--- src/rtl/stream_pkg.sv ---
`default_nettype none
// ============================================================================
// Module      : stream_pkg
// Description : Shared widths and types for the 256-bit stream output path.
// Revision    : 1.0 - initial release
// ============================================================================
package stream_pkg;

    localparam int STREAM_W   = 256;
    localparam int BEAT_W     = 64;
    localparam int BEATS      = 4;
    localparam int BEAT_IDX_W = $clog2(BEATS);
    localparam int DROP_CNT_W = 16;

    typedef struct packed {
        logic [STREAM_W-1:0] data;
        logic                send;
    } stream_word_t;

    typedef enum logic [0:0] {
        ST_IDLE   = 1'b0,
        ST_LOADED = 1'b1
    } ser_state_t;

endpackage
`default_nettype wire

--- src/rtl/stream_buf_fifo.sv ---
`default_nettype none
// ============================================================================
// Module      : stream_buf_fifo
// Description : DEPTH-entry circular buffer of stream words with level count.
// Revision    : 1.0 - initial release
// ============================================================================
module stream_buf_fifo
    import stream_pkg::*;
#(
    parameter int DEPTH = 8,
    parameter int LVL_W = $clog2(DEPTH) + 1
) (
    input  logic               clk,
    input  logic               rst_n,
    input  logic               i_push_req,
    input  stream_word_t       i_push_word,
    input  logic               i_pop,
    output stream_word_t       o_rd_word,
    output logic [LVL_W-1:0]   o_level,
    output logic [LVL_W-1:0]   o_level_next,
    output logic               o_drop
);

    localparam int PTR_W = $clog2(DEPTH);

    stream_word_t       r_mem [DEPTH];
    logic [PTR_W-1:0]   r_wr_ptr;
    logic [PTR_W-1:0]   r_rd_ptr;
    logic [LVL_W-1:0]   r_level;

    logic w_full;
    logic w_pop;
    logic w_push;
    logic [LVL_W-1:0] w_level_next;

    assign w_full = (r_level == LVL_W'(DEPTH));
    assign w_pop  = i_pop && (r_level != '0);
    // A pop on the same edge frees a slot, so a write at full is still taken.
    assign w_push = i_push_req && (!w_full || w_pop);

    always_comb begin
        w_level_next = r_level;
        if (w_push && !w_pop) begin
            w_level_next = r_level + LVL_W'(1);
        end else if (w_pop && !w_push) begin
            w_level_next = r_level - LVL_W'(1);
        end
    end

    always_ff @(posedge clk) begin
        if (w_push) begin
            r_mem[r_wr_ptr] <= i_push_word;
        end
    end

    always_ff @(posedge clk or negedge rst_n) begin
        if (!rst_n) begin
            r_wr_ptr <= '0;
            r_rd_ptr <= '0;
            r_level  <= '0;
        end else begin
            if (w_push) begin
                r_wr_ptr <= r_wr_ptr + PTR_W'(1);
            end
            if (w_pop) begin
                r_rd_ptr <= r_rd_ptr + PTR_W'(1);
            end
            r_level <= w_level_next;
        end
    end

    assign o_rd_word    = r_mem[r_rd_ptr];
    assign o_level      = r_level;
    assign o_level_next = w_level_next;
    assign o_drop       = i_push_req && w_full && !w_pop;

endmodule
`default_nettype wire

--- src/rtl/stream_serializer_256to64.sv ---
`default_nettype none
// ============================================================================
// Module      : stream_serializer_256to64
// Description : Buffers 256-bit words and emits them as four 64-bit beats.
// Revision    : 1.0 - initial release
// ============================================================================
module stream_serializer_256to64
    import stream_pkg::*;
#(
    parameter int DEPTH    = 8,
    parameter int AF_LEVEL = 6
) (
    input  logic                        clk_clk,
    input  logic                        reset_reset_n,
    input  logic [STREAM_W-1:0]         fifo_data,
    input  logic                        fifo_write,
    input  logic                        fifo_send,
    output logic [BEAT_W-1:0]           out_data,
    output logic                        out_valid,
    input  logic                        out_ready,
    output logic                        out_last,
    output logic                        fifo_almost_full,
    output logic [$clog2(DEPTH):0]      level,
    output logic                        overflow,
    output logic [DROP_CNT_W-1:0]       drop_count,
    input  logic                        stat_clear
);

    localparam int LVL_W = $clog2(DEPTH) + 1;
    localparam logic [BEAT_IDX_W-1:0] C_LAST_BEAT = BEAT_IDX_W'(BEATS - 1);

    stream_word_t           w_push_word;
    stream_word_t           w_rd_word;
    logic [LVL_W-1:0]       w_level;
    logic [LVL_W-1:0]       w_level_next;
    logic                   w_drop;
    logic                   w_xfer;
    logic                   w_last_xfer;
    logic                   w_pop;

    ser_state_t             r_state;
    logic [STREAM_W-1:0]    r_word;
    logic                   r_send;
    logic [BEAT_IDX_W-1:0]  r_beat;
    logic                   r_af;
    logic                   r_overflow;
    logic [DROP_CNT_W-1:0]  r_drop_count;

    assign w_push_word.data = fifo_data;
    assign w_push_word.send = fifo_send;

    assign w_xfer      = (r_state == ST_LOADED) && out_ready;
    assign w_last_xfer = w_xfer && (r_beat == C_LAST_BEAT);
    // Reloading on the final beat transfer keeps the output free of bubbles.
    assign w_pop       = ((r_state == ST_IDLE) || w_last_xfer) && (w_level != '0);

    stream_buf_fifo #(
        .DEPTH (DEPTH),
        .LVL_W (LVL_W)
    ) u_buf (
        .clk          (clk_clk),
        .rst_n        (reset_reset_n),
        .i_push_req   (fifo_write),
        .i_push_word  (w_push_word),
        .i_pop        (w_pop),
        .o_rd_word    (w_rd_word),
        .o_level      (w_level),
        .o_level_next (w_level_next),
        .o_drop       (w_drop)
    );

    always_ff @(posedge clk_clk or negedge reset_reset_n) begin
        if (!reset_reset_n) begin
            r_state <= ST_IDLE;
            r_word  <= '0;
            r_send  <= 1'b0;
            r_beat  <= '0;
        end else begin
            if (w_pop) begin
                r_state <= ST_LOADED;
                r_word  <= w_rd_word.data;
                r_send  <= w_rd_word.send;
                r_beat  <= '0;
            end else if (w_xfer) begin
                r_beat <= r_beat + BEAT_IDX_W'(1);
                if (r_beat == C_LAST_BEAT) begin
                    r_state <= ST_IDLE;
                end
            end
        end
    end

    always_ff @(posedge clk_clk or negedge reset_reset_n) begin
        if (!reset_reset_n) begin
            r_af         <= 1'b0;
            r_overflow   <= 1'b0;
            r_drop_count <= '0;
        end else begin
            r_af <= (w_level_next >= LVL_W'(AF_LEVEL));
            if (stat_clear) begin
                r_overflow   <= 1'b0;
                r_drop_count <= '0;
            end else if (w_drop) begin
                r_overflow <= 1'b1;
                if (r_drop_count != '1) begin
                    r_drop_count <= r_drop_count + DROP_CNT_W'(1);
                end
            end
        end
    end

    assign out_data         = r_word[r_beat*BEAT_W +: BEAT_W];
    assign out_valid        = (r_state == ST_LOADED);
    assign out_last         = r_send && (r_beat == C_LAST_BEAT);
    assign fifo_almost_full = r_af;
    assign level            = w_level;
    assign overflow         = r_overflow;
    assign drop_count       = r_drop_count;

endmodule
`default_nettype wire
--- config.mk ---
export PLATFORM = sky130hd
export DESIGN_NAME = stream_serializer_256to64
export DESIGN_NICKNAME = d
export VERILOG_FILES = /design/src/rtl/stream_pkg.sv /design/src/rtl/stream_buf_fifo.sv /design/src/rtl/stream_serializer_256to64.sv
export SDC_FILE = /design/constraint.sdc
export NUM_CORES = 2
export LEC_CHECK = 0
export ABC_AREA = 1
export BUFFER_PORTS_ARGS = -buffer_cell sky130_fd_sc_hd__buf_2
export CORE_UTILIZATION = 56
export DETAILED_ROUTE_END_ITERATION = 10
export GPL_TIMING_DRIVEN = 0
export PLACE_DENSITY = 0.73
export SLEW_MARGIN = 20
export SYNTH_ARGS = -nofsm -noshare
export SYNTH_HDL_FRONTEND = slang
export SYNTH_SLANG_ARGS = --single-unit
--- constraint.sdc ---
create_clock -name clk_clk -period 13.23 [get_ports clk_clk]
set_input_delay 1.323 -clock clk_clk [delete_from_list [all_inputs] [get_ports clk_clk]]
set_output_delay 1.323 -clock clk_clk [all_outputs]
set_load 0.1 [all_outputs]
-- Word level (Yosys, flattened, before mapping)
Memory sizes are Yosys's and may differ from the RTL's. A register that Yosys moved wholly into a read port is not among the register bits.
Index checks and enable logic that the tools add are counted.
- flip-flop bits (word level): 31
- RAM bits: 2056
- output and inout port bits: 88
- word-level logic and storage cells: 58
- memories: 1
- $add $sub $neg: 6
- order comparisons: 1
- equality and inequality tests: 3
- shifts and indexed selects: 1
- mux-type cells: 14
- bitwise operators: 1
- reduce and logical (&&, ||, !) cells: 23
- memories (name ; words ; bits a word ; read ports ; clocked after memory_dff ; wr ports ; RTL line ; text):
    u_buf.r_mem ; 8 ; 257 ; 1 ; 1 ; 1 ; stream_buf_fifo.sv:26 ; stream_word_t r_mem [DEPTH];
- operator list (kind ; number):
    indexed part select 256 x 9 -> 64 bit ; 1
    two-way mux 16 bit ; 3
    adder 16 x 1 -> 16 bit (second input constant) ; 1
    inequality test 16 bit (second input constant) ; 1
    logical AND 1 bit ; 10
    two-way mux 4 bit ; 2
    nonzero test 2 bit ; 4
    two-way mux 1 bit ; 7
    adder 3 x 1 -> 3 bit (second input constant) ; 2
    adder 4 x 1 -> 4 bit (second input constant) ; 1
    == test 4 bit (second input constant) ; 1
    >= comparator 4 x 3 -> 1 bit (second input constant) ; 1
    logical NOT 1 bit ; 4
    two-way mux 2 bit ; 2
    AND reduction 2 bit ; 2
    nonzero test 4 bit ; 1
    subtractor 4 x 1 -> 4 bit (second input constant) ; 1
    adder 2 x 1 -> 2 bit (second input constant) ; 1
    == test 2 bit (second input constant) ; 1
    logical OR 1 bit ; 2
    inverter 1 bit ; 1

-- Depth between registers and ports, before layout
- word-level depth: 12
- depth in mapped cells: 12
- gate-level depth less buffers: 10

-- Modules after synthesis
Synthesis repeated with hierarchy kept, for this count alone.
- cells, all modules: 7498
- area total of the unflattened synthesis: 92078.3 µm²
- by module, submodules not included (module ; times used ; cells an instance ; area an instance (µm²)):
    stream_buf_fifo ; 1 ; 5890 ; 79546.3
    stream_serializer_256to64 ; 1 ; 1608 ; 12532.0

-- Least setup slack after synthesis
Ideal clock, no wire load.
- path type: input to register
- from: input out_ready
- to: memory u_buf.r_mem[0][0] (netlist bit) (enable)
- setup time: 0.879 ns
- arrival time: 12.807 ns
- data required time: 12.351 ns
- slack: -0.456 ns
- cell stages on the path: 7
- cell sequence: nand2_1 -> nand2_1 -> nor2_1 -> nor2_1 -> inv_1 -> or2_2 -> nor2_1
- longest elaborated chain between the ends: 9
- RTL lines (what ; RTL line ; text):
    start: declaration ; stream_serializer_256to64.sv:20 ; input logic out_ready,
    logical AND 1 bit ; stream_serializer_256to64.sv:52 ; assign w_xfer = (r_state == ST_LOADED) && out_ready;
    logical AND 1 bit ; stream_serializer_256to64.sv:53 ; assign w_last_xfer = w_xfer && (r_beat == C_LAST_BEAT);
    logical OR 1 bit ; stream_serializer_256to64.sv:55 ; assign w_pop = ((r_state == ST_IDLE) || w_last_xfer) && (w_level != '0);
    logical AND 1 bit ; stream_serializer_256to64.sv:55 ;
    logical AND 1 bit ; stream_buf_fifo.sv:37 ; assign w_pop = i_pop && (r_level != '0);
    logical OR 1 bit ; stream_buf_fifo.sv:39 ; assign w_push = i_push_req && (!w_full || w_pop);
    logical AND 1 bit ; stream_buf_fifo.sv:39 ;
    two-way mux 1 bit ; stream_buf_fifo.sv:51 ; if (w_push) begin
    two-way mux 1 bit (not written as such) ; stream_buf_fifo.sv:52 ; r_mem[r_wr_ptr] <= i_push_word;
    end: declaration ; stream_buf_fifo.sv:26 ;
No other way between the ends.

-- Worst setup path after layout
- from: register r_beat[0]
- to: output out_data[61]
- longest elaborated chain between the ends: 1
- RTL lines (what ; RTL line ; text):
    start: declaration ; stream_serializer_256to64.sv:44 ; logic [BEAT_IDX_W-1:0] r_beat;
    start signal: assignment ; stream_serializer_256to64.sv:85 ; r_beat <= r_beat + BEAT_IDX_W'(1);
    indexed part select 256 x 9 -> 64 bit ; stream_serializer_256to64.sv:112 ; assign out_data = r_word[r_beat*BEAT_W +: BEAT_W];
    end: declaration ; stream_serializer_256to64.sv:18 ; output logic [BEAT_W-1:0] out_data,
No other way between the ends.

==> impl_metrics.toml <==
[place]
dpl.hpwl_mm = 209
dpl_cell_area_mm2 = 0.0994
dpl.cell_count = 10000
portBuffers = 348
dp_slack_ps = 8470
gp_congestion = 0.998

[global_routing]
grt_max_degree = 100
use_met3_pct = 12.4
grt_pass1_wl_mm = 428
grt_pass1_vias = 62100
busiest_layer = "met2"
grt_use_total_pct = 35.8
grt_antenna_before_repair = 81
grt_util_met1_pct = 48.4
met2_usage_pct = 53.1
grt.overflow.total = 0

[route]
vias = 66200
drtIter0Drc = 11100
wl_mm = 303
drc_errors = 0
drt_first_pass_iters = 9
drtAntennaViolNets = 0
viasPerCell = 6.30
wire_per_inst_um = 28.8

[layout]
syn_to_final_growth_pct = 16.0
drive_gt1_share_pct = 11.3
fin_nets = 8368
stdcell_count = 10500
final_common_cell = "edfxtp_1"
final_area_mm2 = 0.107
postLayoutCoreUtil_pct = 65.5
final_cell_mix = "edfxtp_1 (2,056), nor2_1 (1,275), o21ai_0 (1,048)"
fillerInstances = 11700

[cts]
cts_hold_buf = 0
cts-root-buf = "clkbuf_16"
htreeDepth = 4
cts_buffers = 223
clock_latency_ps = 890
clk_pin_slew_ps = 60
post_cts_resized = 0
cts_sinks = 2344
cts_setup_buffers = 0
cts_tree = "done"
clockBufferDepth = 3

[synthesis]
synth_ff_type = "edfxtp_1"
syn_avg_cell_area_um2 = 12.4
ys_seq_elements = 2344
synth_edf_count = 2056
syn_area_mm2 = 0.0921
synth.distinct_cells = 27
synthCells = 7406
synth_fp_nets = 7675
ys_warn_count = 0
yosysSeqAreaShare_pct = 74.9
ys_async_sr_fraction_pct = 12.3

[timing]
worst_pin_slew_ps = 1190
rsz0062_at_grt = "false"
finalCritPeriodShare_pct = 44.1
finClkSkew_ps = 47.5
setup_tns_ps = 0
slew_violations = 0
holdWs_ps = 269
finalHoldViolCount = 0
slew_headroom_pct = 20.6
layout_min_cycle_time_ps = 5830
setup_viol = 0
fmax_mhz = 172
setup_ws_ps = 7400

[worst_setup_path]
crit_arrival_ps = 4510
criticalPathCategory = "register to primary output"
crit_fanout = 10
endpoint_kind = "primary output"
startpoint_type = "register"
cp_data_required_time_ps = 11910

[power_and_ir_drop]
power_density_mw_per_mm2 = 258
p_leak_nw = 38.0
ir_drop_mv = 0.534
power.total_mw = 27.5

[run_status]
run_status = "complete, no violations"

[die]
die_x_um = 407
num_io_pins = 350
die_h_um = 407
die_area_mm2 = 0.166
num_rows = 148
core_area_mm2 = 0.163
initial_core_util_pct = 56.5

[min_path]
hp-class = "input pin to asynchronous set/reset pin"

[run]
drv_cap = 0
[kinds of logic after synthesis]
kind of cell	Yosys count	synth area share [%]
and+or+nand+nor	2627	11.2
DFF	2344	74.9
AOI/OAI and AO/OA	1742	10.7
buffers and inverters	673	2.98
xor gates and xnor gates	13	0.124
adders and majority gates	7	0.0951
[Yosys cell counts (36+ instances only)]
library cell     n  area (um2)
a21oi_1        130         651
buf_1           36         135
buf_2          116         581
clkbuf_1       338        1270
dfrtp_1        288        7210
edfxtp_1      2056       61700
inv_1          168         631
nand2_1        983        3690
nand3_1        352        1760
nor2_1        1283        4820
o211ai_1       379        2850
o21ai_0       1048        5250
o21ai_1         53         265
o22ai_1        128         801
[final cells by class]
class                           instances  area (um2)  share of cell area [%]
Inverter                              172         646                   0.605
Timing Repair Buffer                  468        4510                    4.23
Multi-Input combinational cell       4389       20400                    19.1
Clock buffer                          299        6070                    5.69
Antenna cell                           40         100                  0.0938
Clock inverter                        118        1210                    1.14
Tap cell                             2175        2720                    2.55
Buffer                                501        2120                    1.98
Sequential cell                      2344       68900                    64.6
[metal layers]
metal | part of all wire [%] | vias up
li1 | - | 28100
met4 | 4.7 | 70
met3 | 15 | 765
met2 | 44 | 4871
met5 | 0.14 | -
met1 | 36 | 32400
[registers in the layout (all words and copies together) (netlist names), 2 cells and up]
register	flops
r_word	256
r_beat	2
u_buf.r_mem	2056
u_buf.r_rd_ptr	3
drop_count	16
u_buf.r_wr_ptr	3
u_buf.o_level	4
[critical path: stages (launching register included)]
cell and delay (ps):
dfrtp_1 460, clkbuf_1 250, inv_1 110, clkbuf_1 410, clkbuf_1 790, nor2_1 380, o22ai_1 660, buf_2 550
[power breakdown]
| group | switching, mW | total [mW] | internal, mW |
|---|---|---|---|
| clock | 2.79 | 6.40 | 3.61 |
| combinational | 8.64 | 11.1 | 2.46 |
| sequential | 0.580 | 10.0 | 9.45 |
[path summary, 6_finish.rpt]
check	start	to	slack, ps	cells after the start
worst max register to register	r_beat[0]	u_buf.r_mem[4][90]	8830	14
worst max-delay path	r_beat[0]	out_data[61]	7400	7
min in group clk_clk	r_word[64]	r_word[64]	480	2
max in group asynchronous	reset_reset_n	r_word[124]	11700	3
worst min register to register	r_word[64]	r_word[64]	480	2
worst min-delay path	reset_reset_n	drop_count[10]	270	1
Note: power is estimated with default switching activity, not from simulation.
